**config.mk**
```make
export PLATFORM = sky130hd
export DESIGN_NAME = laplace_window_gen
export DESIGN_NICKNAME = d
export VERILOG_FILES = /design/src/rtl/laplace_window_gen.sv
export SDC_FILE = /design/constraint.sdc
export NUM_CORES = 2
export LEC_CHECK = 0
export CAP_MARGIN = 10
export CELL_PAD_IN_SITES_DETAIL_PLACEMENT = 1
export CELL_PAD_IN_SITES_GLOBAL_PLACEMENT = 2
export CORE_ASPECT_RATIO = 0.75
export CORE_MARGIN = 1.5
export CORE_UTILIZATION = 40
export CTS_CLUSTER_DIAMETER = 80
export DETAILED_ROUTE_END_ITERATION = 8
export HOLD_SLACK_MARGIN = 0.05
export PLACE_DENSITY_LB_ADDON = 0.1
export SYNTH_ARGS = -nofsm -noshare
export SYNTH_HDL_FRONTEND = slang
export SYNTH_SLANG_ARGS = --single-unit
export TNS_END_PERCENT = 50
```
**constraint.sdc**
```tcl
create_clock -name clk -period 17.8 [get_ports clk]
set_input_delay 5.34 -clock clk [delete_from_list [all_inputs] [get_ports clk]]
set_output_delay 5.34 -clock clk [all_outputs]
set_load 0.01 [all_outputs]
```
**src/rtl/laplace_window_gen.sv**
```systemverilog
// laplace_window_gen: streaming 3x3 cross-window generator (N, W, centre, E, S)
// for interior pixels of a raster-order frame, feeding the approximate Laplace stage.
// Optional build macro: LAPLACE_WIN_OUTREG_EN adds a second output register stage
// (latency 2 instead of 1). With the macro undefined, a single output register is used.
module laplace_window_gen #(
    parameter int unsigned IMG_W = 256,
    parameter int unsigned IMG_H = 256,
    parameter int unsigned PIX_W = 8
) (
    input  logic             clk,
    input  logic             rst,
    input  logic [PIX_W-1:0] pix_in,
    input  logic             pix_valid,
    output logic [PIX_W-1:0] b,
    output logic [PIX_W-1:0] d,
    output logic [PIX_W-1:0] e,
    output logic [PIX_W-1:0] f,
    output logic [PIX_W-1:0] h,
    output logic             win_valid,
    output logic             frame_done
);

    localparam int unsigned COL_W = $clog2(IMG_W);
    localparam int unsigned ROW_W = $clog2(IMG_H);

    logic [COL_W-1:0] col;
    logic [ROW_W-1:0] row;

    // Line buffers: l1 holds row r-1, l2 holds row r-2, both addressed by col
    logic [PIX_W-1:0] l1 [IMG_W];
    logic [PIX_W-1:0] l2 [IMG_W];

    logic [PIX_W-1:0] l1_rd_c;
    logic [PIX_W-1:0] l2_rd_c;
    logic             col_last_c;
    logic             row_last_c;
    logic             win_c;

    // Tap registers: previous column of the top, middle and bottom rows
    logic [PIX_W-1:0] top1;
    logic [PIX_W-1:0] mid1;
    logic [PIX_W-1:0] mid2;
    logic [PIX_W-1:0] bot1;

    // First output stage
    logic [PIX_W-1:0] b1, d1, e1, f1, h1;
    logic             win1;
    logic             fd1;

    // Read ports and position decode for the pixel being accepted
    always_comb begin
        l1_rd_c    = l1[col];
        l2_rd_c    = l2[col];
        col_last_c = (col == COL_W'(IMG_W - 1));
        row_last_c = (row == ROW_W'(IMG_H - 1));
        win_c      = pix_valid && (row >= ROW_W'(2)) && (col >= COL_W'(2));
    end

    // Raster position counters; both wrap at the end of the frame
    always_ff @(posedge clk) begin
        if (rst) begin
            col <= '0;
            row <= '0;
        end else if (pix_valid) begin
            if (col_last_c) begin
                col <= '0;
                row <= row_last_c ? '0 : row + ROW_W'(1);
            end else begin
                col <= col + COL_W'(1);
            end
        end
    end

    // Line buffer update; contents are never cleared since rows 0-1 emit nothing
    always_ff @(posedge clk) begin
        if (!rst && pix_valid) begin
            l2[col] <= l1_rd_c;
            l1[col] <= pix_in;
        end
    end

    // Tap shift registers advance only on an accepted pixel
    always_ff @(posedge clk) begin
        if (rst) begin
            top1 <= '0;
            mid1 <= '0;
            mid2 <= '0;
            bot1 <= '0;
        end else if (pix_valid) begin
            top1 <= l2_rd_c;
            mid1 <= l1_rd_c;
            mid2 <= mid1;
            bot1 <= pix_in;
        end
    end

    // First output stage: capture the window centred at (row-1, col-1)
    always_ff @(posedge clk) begin
        if (rst) begin
            b1   <= '0;
            d1   <= '0;
            e1   <= '0;
            f1   <= '0;
            h1   <= '0;
            win1 <= 1'b0;
            fd1  <= 1'b0;
        end else begin
            win1 <= win_c;
            fd1  <= win_c && row_last_c && col_last_c;
            if (win_c) begin
                b1 <= top1;
                d1 <= mid2;
                e1 <= mid1;
                f1 <= l1_rd_c;
                h1 <= bot1;
            end
        end
    end

`ifdef LAPLACE_WIN_OUTREG_EN
    logic [PIX_W-1:0] b2, d2, e2, f2, h2;
    logic             win2;
    logic             fd2;

    // Second output stage for timing ahead of the adder tree
    always_ff @(posedge clk) begin
        if (rst) begin
            b2   <= '0;
            d2   <= '0;
            e2   <= '0;
            f2   <= '0;
            h2   <= '0;
            win2 <= 1'b0;
            fd2  <= 1'b0;
        end else begin
            b2   <= b1;
            d2   <= d1;
            e2   <= e1;
            f2   <= f1;
            h2   <= h1;
            win2 <= win1;
            fd2  <= fd1;
        end
    end

    assign b          = b2;
    assign d          = d2;
    assign e          = e2;
    assign f          = f2;
    assign h          = h2;
    assign win_valid  = win2;
    assign frame_done = fd2;
`else
    assign b          = b1;
    assign d          = d1;
    assign e          = e1;
    assign f          = f1;
    assign h          = h1;
    assign win_valid  = win1;
    assign frame_done = fd1;
`endif

endmodule

```
==> results.tsv <==
metric	value	unit
status	complete, no violations	
H-tree Lvls	5	
clock insertion delay at the later pin of the skew report	1.00	ns
dpl cells	12600	
Mean Syn Cell Area	21.9	um^2
first-pass GRT wire length	754	mm
top cells by area, synth	edfxtp_1 (76%), mux4_2 (14%), mux2i_1 (1.8%)	
worst-margin pin slew	1.35	ns
clk_skew	0.0364	ns
vias per inst	6.14	
Slew Limit Fails	0	
total negative slack	0	ns
Clock transition at path regs	0.07	ns
hold_ws	0.454	ns
leading area contributor after synthesis	edfxtp_1	
mux contribution to synthesized area	16.3	%
Net Count, Synth	7386	
# IOs	53	
Layout Utilization	45.5	%
Post-Syn Area	0.161	mm^2
CTS buffer count	410	
setup bufs post-CTS	0	
Final ANT Viol Nets	0	
Avg WL per Cell	41.9	um
Longest Clk Path Bufs	4	
crit share post-route	48.7	%
Yosys top cell area share	76.3	%
most common cell in the netlist	edfxtp_1	
Rows	201	
core box area	0.401	mm^2
Arr. time, crit path	9.35	ns
compound-cell area share of the yosys netlist	2.29	%
share of layout cells above drive strength 1	27.7	%
post-synthesis xor/xnor area fraction	0.0652	%
RSZ-0062 raised after global routing	false	
die area	0.407	mm^2
number of global-route vias before repair	81200	
Synth cell types	81	
GR Util All Layers	27.3	%
largest net degree at the start of global routing	164	
CTS tree	yes	
Post-Syn Instances	7369	
clock sinks	4194	
critical path class	flip-flop to flip-flop	
initial antenna violation count	64	
GP Congestion	0.894	
crit path time final	8.67	ns
worst setup margin	9.13	ns
Die Ht	553	um
dominant synthesized flop cell	edfxtp_1	
IO buf count	52	
DRT iter0 DRCs	11600	
Post-CTS Hold Buffers	0	
Critical Path RT	18.48	ns
Residual DRC	0	
Max Cap Violations	0	
clock root buffer	clkbuf_16	
worst hold path class	flip-flop to flip-flop	
Ys Warns	0	
Die Wd	736	um
main combinational cell family by area after synthesis	multiplexers	
pre-CTS setup slack	8.78	ns
final hold viol count	0	
Congestion Overflow GR	0	
Worst Setup End Kind	flip-flop	
final setup vio count	0	
Initial Util	40.3	%
non-filler instance count after layout	13400	
drt first pass iters	5	
sequential fraction of the synthesis area	77.5	%
Slew HR	7.54	%
Synth Area in Simple Gates	2.36	%
Pwr per Cell Area	116	mW/mm^2
worst vdd ir	0.103	mV
number of synthesized register bits	4194	
CTS resizes	0	
asr flop ratio synth	0	%
Max Fclk	115	MHz
DP HPWL	360	mm
Adder-Cell Fraction of Synth Area	0.0466	%
via count	82400	
Post-synth top cells	edfxtp_1 (4,096), mux4_2 (1,020), nor2_1 (361)	
drt total wl	561	mm
Layout area overhead	13.1	%
NumNets Final	7696	
leakage power	0.0543	uW
critical path peak fanout	64	
Post-synth EDFFs	4096	
Worst setup SP type	flip-flop	
[through the flow]
| stage | cell area (um^2) | total power, uW |
|---|---|---|
| 2_1_floorplan | 161000 | 12100 |
| 3_3_place_gp | 169000 | 12800 |
| 3_5_place_dp | 169000 | 12800 |
| 4_1_cts | 182000 | 21300 |
| 5_1_grt | 182000 | 21700 |
| 6_report | 182000 | 21200 |
[critical path: stages, from the launching register on]
cell and delay, ns:
dfxtp_4 0.63, buf_4 0.63, buf_4 0.73, buf_4 0.66, buf_4 0.68, mux4_2 0.38, mux2i_1 0.34, a22oi_1 0.41
a21oi_1 0.16, o21ai_1 0.80, buf_4 0.27, and2_4 0.79, buf_4 0.75, buf_4 0.70
[power breakdown]
| group | total [uW] | internal [uW] | switching, uW |
|---|---|---|---|
| clock | 8610 | 4770 | 3850 |
| sequential | 11000 | 11000 | 23.7 |
| combinational | 1550 | 458 | 1090 |
| total | 21200 | 16200 | 4960 |
[flip-flops by register name (all words and copies together), names as in the netlist, 8 cells and up, named ones only]
signal	count
d	8
l2	2048
row	8
col	8
top1	8
bot1	8
f	8
mid1	8
l1	2048
e	8
h	8
b	8
mid2	8
[layer usage]
| layer | share of wire [%] | GRT usage, % | vias up |
|---|---|---|---|
| li1 | - | - | 31600 |
| met5 | 0.012 | 0 | - |
| met4 | 2.9 | 6.91 | 10 |
| met2 | 43 | 39.2 | 4182 |
| met3 | 9.6 | 5.96 | 691 |
| met1 | 44 | 42.3 | 45900 |
[final timing paths]
kind	to	slack, ns	from	cells past startpoint
max	l2[220][3]	9.13	flip-flop	13
min	d[6]	0.45	mid2[6]	2
max reg2reg	l2[220][3]	9.13	flip-flop	13
min reg2reg	d[6]	0.45	mid2[6]	2
[cell usage in the layout, fill, tap and decap left out, types with 50 or more instances in the layout]
master,Yosys,routed
nor2_2,1,234
clkinv_1,1,89
clkbuf_16,0,417
mux2i_1,288,288
a21oi_1,102,102
dfxtp_1,98,85
clkinv_2,0,89
buf_4,78,250
a22oi_1,114,114
clkbuf_1,162,84
mux4_2,1020,1020
nor3_1,55,50
edfxtp_1,4096,4096
nor2_1,361,123
nand2_1,201,196
[cells by family after synthesis]
logic type	count (synthesis)
compound gates	521
xor+xnor	12
fa+ha+maj	6
buf+inv	448
flops	4194
mux	1340
simple gates	848
[cell type report]
| type | count | area, um^2 |
|---|---|---|
| sequential | 4194 | 125000 |
| tap | 5379 | 6730 |
| inverter | 19 | 71.3 |
| clock inverter | 247 | 2180 |
| timing repair buffer | 327 | 2940 |
| fill | 36000 | 218000 |
| clock buffer | 502 | 10800 |
| multi-input combinational | 2727 | 34700 |
| antenna | 15 | 37.5 |
Note: power is estimated with default switching activity, not from simulation.
